[src/rtl/alu_sequencer.sv]
// alu_sequencer: multi-cycle execute controller for the 16-bit ALU; reads operands, runs the ALU,
// then commits to the register file, PC, memory or the C/N/V/Z flag register.
module alu_sequencer #(
  parameter int EXEC_CYCLES = 1,
  parameter int MEM_TIMEOUT = 255
) (
  input  logic        clk,
  input  logic        rst_n,
  input  logic        instr_valid,
  output logic        instr_ready,
  input  logic [3:0]  instr_op,
  input  logic [3:0]  instr_rd,
  input  logic [3:0]  instr_rs,
  input  logic [3:0]  instr_rt,
  input  logic [15:0] instr_imm,
  input  logic        instr_use_imm,
  input  logic        instr_setf,
  input  logic        instr_carry,
  output logic [3:0]  rf_raddr0,
  output logic [3:0]  rf_raddr1,
  input  logic [15:0] rf_rdata0,
  input  logic [15:0] rf_rdata1,
  output logic        rf_we,
  output logic [3:0]  rf_waddr,
  output logic [15:0] rf_wdata,
  output logic [3:0]  alu_func,
  output logic [15:0] alu_op0,
  output logic [15:0] alu_op1,
  output logic        alu_flag_en,
  output logic [3:0]  alu_flag_in,
  input  logic [15:0] alu_q,
  input  logic [3:0]  alu_flag_out,
  output logic        mem_req,
  output logic        mem_we,
  output logic [15:0] mem_addr,
  output logic [15:0] mem_wdata,
  input  logic        mem_ack,
  input  logic [15:0] mem_rdata,
  output logic        pc_load,
  output logic [15:0] pc_target,
  output logic [3:0]  flags,
  output logic        busy,
  output logic        done,
  output logic        mem_err
);
  typedef enum logic [2:0] {IDLE, READ, EXEC, MEM, WB} state_t;
  state_t      state;
  logic [3:0]  op, rd;
  logic [15:0] imm, sdata, wcnt;
  logic        use_imm, setf, carry, is_alu, br_ok;
  logic [1:0]  ecnt;
  assign instr_ready = state == IDLE || state == WB;
  assign busy = state != IDLE;
  assign is_alu = op >= 4'h1 && op <= 4'h7;
  // flags are {C,N,V,Z}; branches resolve against the flags as they stand at EXEC exit
  assign br_ok = op == 4'hB ? flags[0] :
                 op == 4'hC ? !flags[0] :
                 op == 4'hD ? flags[2] && !flags[0] :
                 op == 4'hE ? !flags[2] && !flags[0] : 1'b0;
  always_ff @(posedge clk or negedge rst_n)
    if (!rst_n) begin
      state <= IDLE;
      op <= '0;
      rd <= '0;
      imm <= '0;
      sdata <= '0;
      wcnt <= '0;
      use_imm <= 1'b0;
      setf <= 1'b0;
      carry <= 1'b0;
      ecnt <= '0;
      rf_raddr0 <= '0;
      rf_raddr1 <= '0;
      rf_we <= 1'b0;
      rf_waddr <= '0;
      rf_wdata <= '0;
      alu_func <= '0;
      alu_op0 <= '0;
      alu_op1 <= '0;
      alu_flag_en <= 1'b0;
      alu_flag_in <= '0;
      mem_req <= 1'b0;
      mem_we <= 1'b0;
      mem_addr <= '0;
      mem_wdata <= '0;
      pc_load <= 1'b0;
      pc_target <= '0;
      flags <= '0;
      done <= 1'b0;
      mem_err <= 1'b0;
    end else begin
      rf_we <= 1'b0;
      pc_load <= 1'b0;
      done <= 1'b0;
      mem_err <= 1'b0;
      case (state)
        IDLE, WB:
          if (instr_valid) begin
            op <= instr_op;
            rd <= instr_rd;
            imm <= instr_imm;
            use_imm <= instr_use_imm;
            setf <= instr_setf;
            carry <= instr_carry;
            rf_raddr0 <= instr_rs;
            rf_raddr1 <= instr_op == 4'h9 ? instr_rd : instr_rt;
            state <= READ;
          end else state <= IDLE;
        READ: begin
          alu_func <= op;
          alu_op0 <= rf_rdata0;
          alu_op1 <= (use_imm || op == 4'h9) ? imm : rf_rdata1;
          sdata <= rf_rdata1;
          alu_flag_en <= is_alu ? setf : op == 4'hF;
          alu_flag_in <= {carry & flags[3], flags[2:0]};
          ecnt <= '0;
          state <= EXEC;
        end
        EXEC:
          if (ecnt != 2'(EXEC_CYCLES - 1)) ecnt <= ecnt + 2'd1;
          else if (op == 4'h8 || op == 4'h9) begin
            mem_req <= 1'b1;
            mem_we <= op == 4'h9;
            mem_addr <= alu_q;
            mem_wdata <= sdata;
            wcnt <= '0;
            state <= MEM;
          end else begin
            done <= 1'b1;
            rf_we <= is_alu || op == 4'hA;
            rf_waddr <= rd;
            rf_wdata <= alu_q;
            pc_load <= op == 4'h0 || br_ok;
            pc_target <= op == 4'h0 ? alu_q : alu_op0;
            flags <= ((is_alu && setf) || op == 4'hF) ? alu_flag_out : flags;
            state <= WB;
          end
        MEM:
          if (mem_ack) begin
            mem_req <= 1'b0;
            mem_we <= 1'b0;
            done <= 1'b1;
            rf_we <= op == 4'h8;
            rf_waddr <= rd;
            rf_wdata <= mem_rdata;
            state <= WB;
          end else if (MEM_TIMEOUT != 0 && wcnt == 16'(MEM_TIMEOUT - 1)) begin
            mem_req <= 1'b0;
            mem_we <= 1'b0;
            done <= 1'b1;
            mem_err <= 1'b1;
            state <= WB;
          end else wcnt <= wcnt + 16'd1;
        default: state <= IDLE;
      endcase
    end
endmodule

[config.mk]
export PLATFORM = sky130hd
export DESIGN_NAME = alu_sequencer
export DESIGN_NICKNAME = d
export VERILOG_FILES = /design/src/rtl/alu_sequencer.sv
export SDC_FILE = /design/constraint.sdc
export NUM_CORES = 1
export LEC_CHECK = 0
export ABC_CLOCK_PERIOD_IN_PS = 3400
export CORE_MARGIN = 2
export CORE_UTILIZATION = 51
export DETAILED_ROUTE_END_ITERATION = 12
export PLACE_DENSITY = 0.94
export SYNTH_ARGS = -nofsm -noshare
export SYNTH_HDL_FRONTEND = slang
export SYNTH_SLANG_ARGS = --single-unit
[constraint.sdc]
create_clock -name clk -period 3.4 [get_ports clk]
set_input_delay 0.68 -clock clk [delete_from_list [all_inputs] [get_ports clk]]
set_output_delay 0.68 -clock clk [all_outputs]
set_load 0.02 [all_outputs]
==> flow_summary_export.csv <==
group,metric,value,unit
timing,final_max_slew_viol_count,0,
timing,hold_violations,0,
global_route,track_usage,26.0,%
critical_path,reg2reg_depth,5,
critical_path,crit_chain,"or3_1 > clkdlybuf4s50_1",
finish,postLayoutCoreUtil,71.8,%
route,antenna_left,0,
global_route,grt_pass1_vias,6403,
finish,syn_to_final_growth,39.1,%
critical_path,critPathRequiredTime,2.72,ns
critical_path,crit_type,"reg2out",
timing,fmax,383,MHz
route,route.detailed.drc,0,
clock_network,numCtsBuffers,17,
clock_network,htree_levels,4,
finish,layout_common_cells,"234 x clkdlybuf4s50_1, 191 x dfrtp_1, 129 x nand2_1, 76 x mux2_2, 57 x mux2i_1",
finish,n_antenna_cell,0,
synthesis,synth_cells,710,
synthesis,synth_top_area_cell,"dfrtp_1",
placement,gp_congestion,0.912,
timing,clock_skew,0.0117,ns
job,drv_cap,0,
die,rows,46,
outcome,status,"finished clean",
critical_path,rrSetupSlack,0.95,ns
critical_path,crit_fanout,16,
clock_network,cts_max_path_buffers,2,
die,initial_utilization,51.6,%
synthesis,synth_top_area_share,59.0,%
global_route,grt_max_degree,81,
clock_network,postCtsHoldBufs,0,
synthesis,synth.distinct_cells,53,
global_route,grt_pass1_wl,33600,um
timing,worst_slew_pin_slew,0.849,ns
route,dr.pass1.iters,5,
route,routed_wl,21500,um
critical_path,cp-end-kind,"primary output",
synthesis,synth-edff-count,0,
clock_network,cts_root_buf,"clkbuf_16",
pwr,ir_drop,0.505,mV
timing,rsz0062_at_grt,"no",
critical_path,reg2reg_from,"op[3]$_DFFE_PN0P_",
timing,slew_headroom,43.4,%
timing,timing.setup.tns,0,ns
pwr,power_density,979,nW/um^2
critical_path,cpPeakStageDelay,0.55,ns
finish,num-fill-cells,1097,
global_route,grt_overflow_total,0,
clock_network,cts_tree,"done",
die,coreArea,15700,um^2
finish,fin_nets,1048,
route,vias,6215,
pwr,leakagePower,4.90,nW
synthesis,avgSynthCellArea,11.4,um^2
finish,multi_input_area,3140,um^2
synthesis,synth_seq_cells,191,
finish,drive_gt1_share,14.9,%
die,die_y,130,um
timing,setup_viol,0,
critical_path,timing.rr.end,"mem_addr[1]$_DFFE_PN0P_",
placement,hpwlAfterDp,15200,um
route,drt_iter0_drc,360,
die,die-area,16900,um^2
route,routed_via_density,5.33,
clock_network,clkLatencyLatePin,0.42,ns
critical_path,arrival,1.93,ns
die,die_w,130,um
finish,final_common_cell,"clkdlybuf4s50_1",
finish,seq_area,4780,um^2
clock_network,post_cts_resized,0,
hold_path,hp-class,"in2async",
synthesis,netlist_area,8110,um^2
synthesis,yosysWarnings,0,
global_route,antenna_found_initial,0,
synthesis,syn-num-nets,820,
synthesis,synth_flop_cell,"dfrtp_1",
clock_network,clk_pin_slew,0.07,ns
clock_network,cts.sinks,191,
die,io_pins,236,
synthesis,ys_top_cells_by_area,"dfrtp_1 59%, mux2_2 11%, mux2i_1 7.0%",
placement,io_buffers,235,
timing,fin_crit,2.61,ns
timing,final.period_utilization,76.9,%
clock_network,post_cts_buffers,0,
critical_path,crit_path_start_kind,"register",
synthesis,yosysSeqAreaShare,59.0,%
route,wire_per_inst,18.5,um
synthesis,ys_async_sr_fraction,100,%
critical_path,cp_slowest_cell,"clkdlybuf4s50_1",
logic make-up (layout without fill, tap and decap cells):
logic type	count (synthesis)	after routing	synth area share [%]
DFF	191	191	59.0
and+or+nand+nor	229	229	13.3
AOI/OAI and AO/OA	101	101	6.95
buffers and inverters	52	291	2.59
muxes	133	133	17.6
adders and majority gates	3	3	0.463
xor gates and xnor gates	1	1	0.108
worst max path at each step:
stage,start,to,slack (ns),cells past startpoint
after floorplan,mem_ack,wcnt[15]$_DFFE_PN0P_,1.29,5
after global placement,mem_ack,wcnt[15]$_DFFE_PN0P_,0.68,5
after detailed placement,mem_ack,wcnt[10]$_DFFE_PN0P_,0.64,5
after CTS,state[0]$_DFFE_PN0P_,busy,0.78,2
after global routing,state[0]$_DFFE_PN0P_,busy,0.74,2
final,state[0]$_DFFE_PN0P_,busy,0.79,2
cell usage after synthesis (2+ instances only):
library cell  number
o31ai_1            2
inv_1             11
dfrtp_1          191
o21ai_0           34
or4_1              4
or3_1              8
nand4bb_1          2
nor3_1             5
nand4b_1           4
nand2b_1           3
a21oi_1           49
nand2_1          129
nor4bb_1           2
or3_2              3
nand3_1            7
ha_1               3
buf_1              4
and2_1             2
mux2_2            76
o21ba_2            2
mux2i_1           57
nor2_1            42
o21bai_1           2
clkbuf_1          30
a21boi_0           3
nor2b_1            2
buf_2              6
nand4_1            2
worst max-delay path, delay by kind of cell, from the launching register on:
family	cells	cell delay, ns
flops	1	0.54
simple gates	1	0.42
buf+inv	1	0.55
metal layers:
layer / global-route usage [%] / vias to the layer above / part of all wire (%)
li1: - / 2911 / -
met1: 31.8 / 3044 / 40
met2: 44.3 / 226 / 50
met3: 7.59 / 34 / 8.0
met4: 9.23 / 0 / 2.1
met5: 0 / - / 0
registers in the layout, summed over array words and instances, names as in the netlist, 2 cells and up:
name and cells:
alu_flag_in 4, op 4, imm 16, flags 4, mem_wdata 16, rf_raddr0 4, sdata 16, rf_wdata 16
mem_addr 16, alu_op1 16, state 3, ecnt 2, wcnt 16, alu_op0 16, alu_func 4, pc_target 16
rf_waddr 4, rd 4, rf_raddr1 4
power breakdown:
| group | internal (mW) | total (mW) | switching, mW |
|---|---|---|---|
| clock network | 1.11 | 1.96 | 0.844 |
| logic | 2.47 | 5.01 | 2.54 |
| registers | 3.33 | 4.07 | 0.748 |
| total | 6.91 | 11.0 | 4.13 |
metrics by stage:
step	cell area, um^2	instances	setup WS [ns]	hold WS [ns]	total power, mW
6_report	11300	1165	0.786	0.293	11.0
5_1_grt	11300	1165	0.741	0.341	11.7
4_1_cts	11300	1165	0.784	0.311	11.1
3_5_place_dp	10700	1135	0.636	0.454	9.11
3_3_place_gp	10700	1135	0.682	0.447	8.89
2_1_floorplan	8110	710	1.29	0.384	6.77
final cells by class:
cell class / instances / area share (%)
multi-input combinational: 467 / 27.8
inverter: 11 / 0.366
tap: 216 / 2.40
timing repair buffer: 250 / 22.0
clock inverter: 10 / 0.999
clock buffer: 20 / 4.05
sequential: 191 / 42.4
Note: power is estimated with default switching activity, not from simulation.
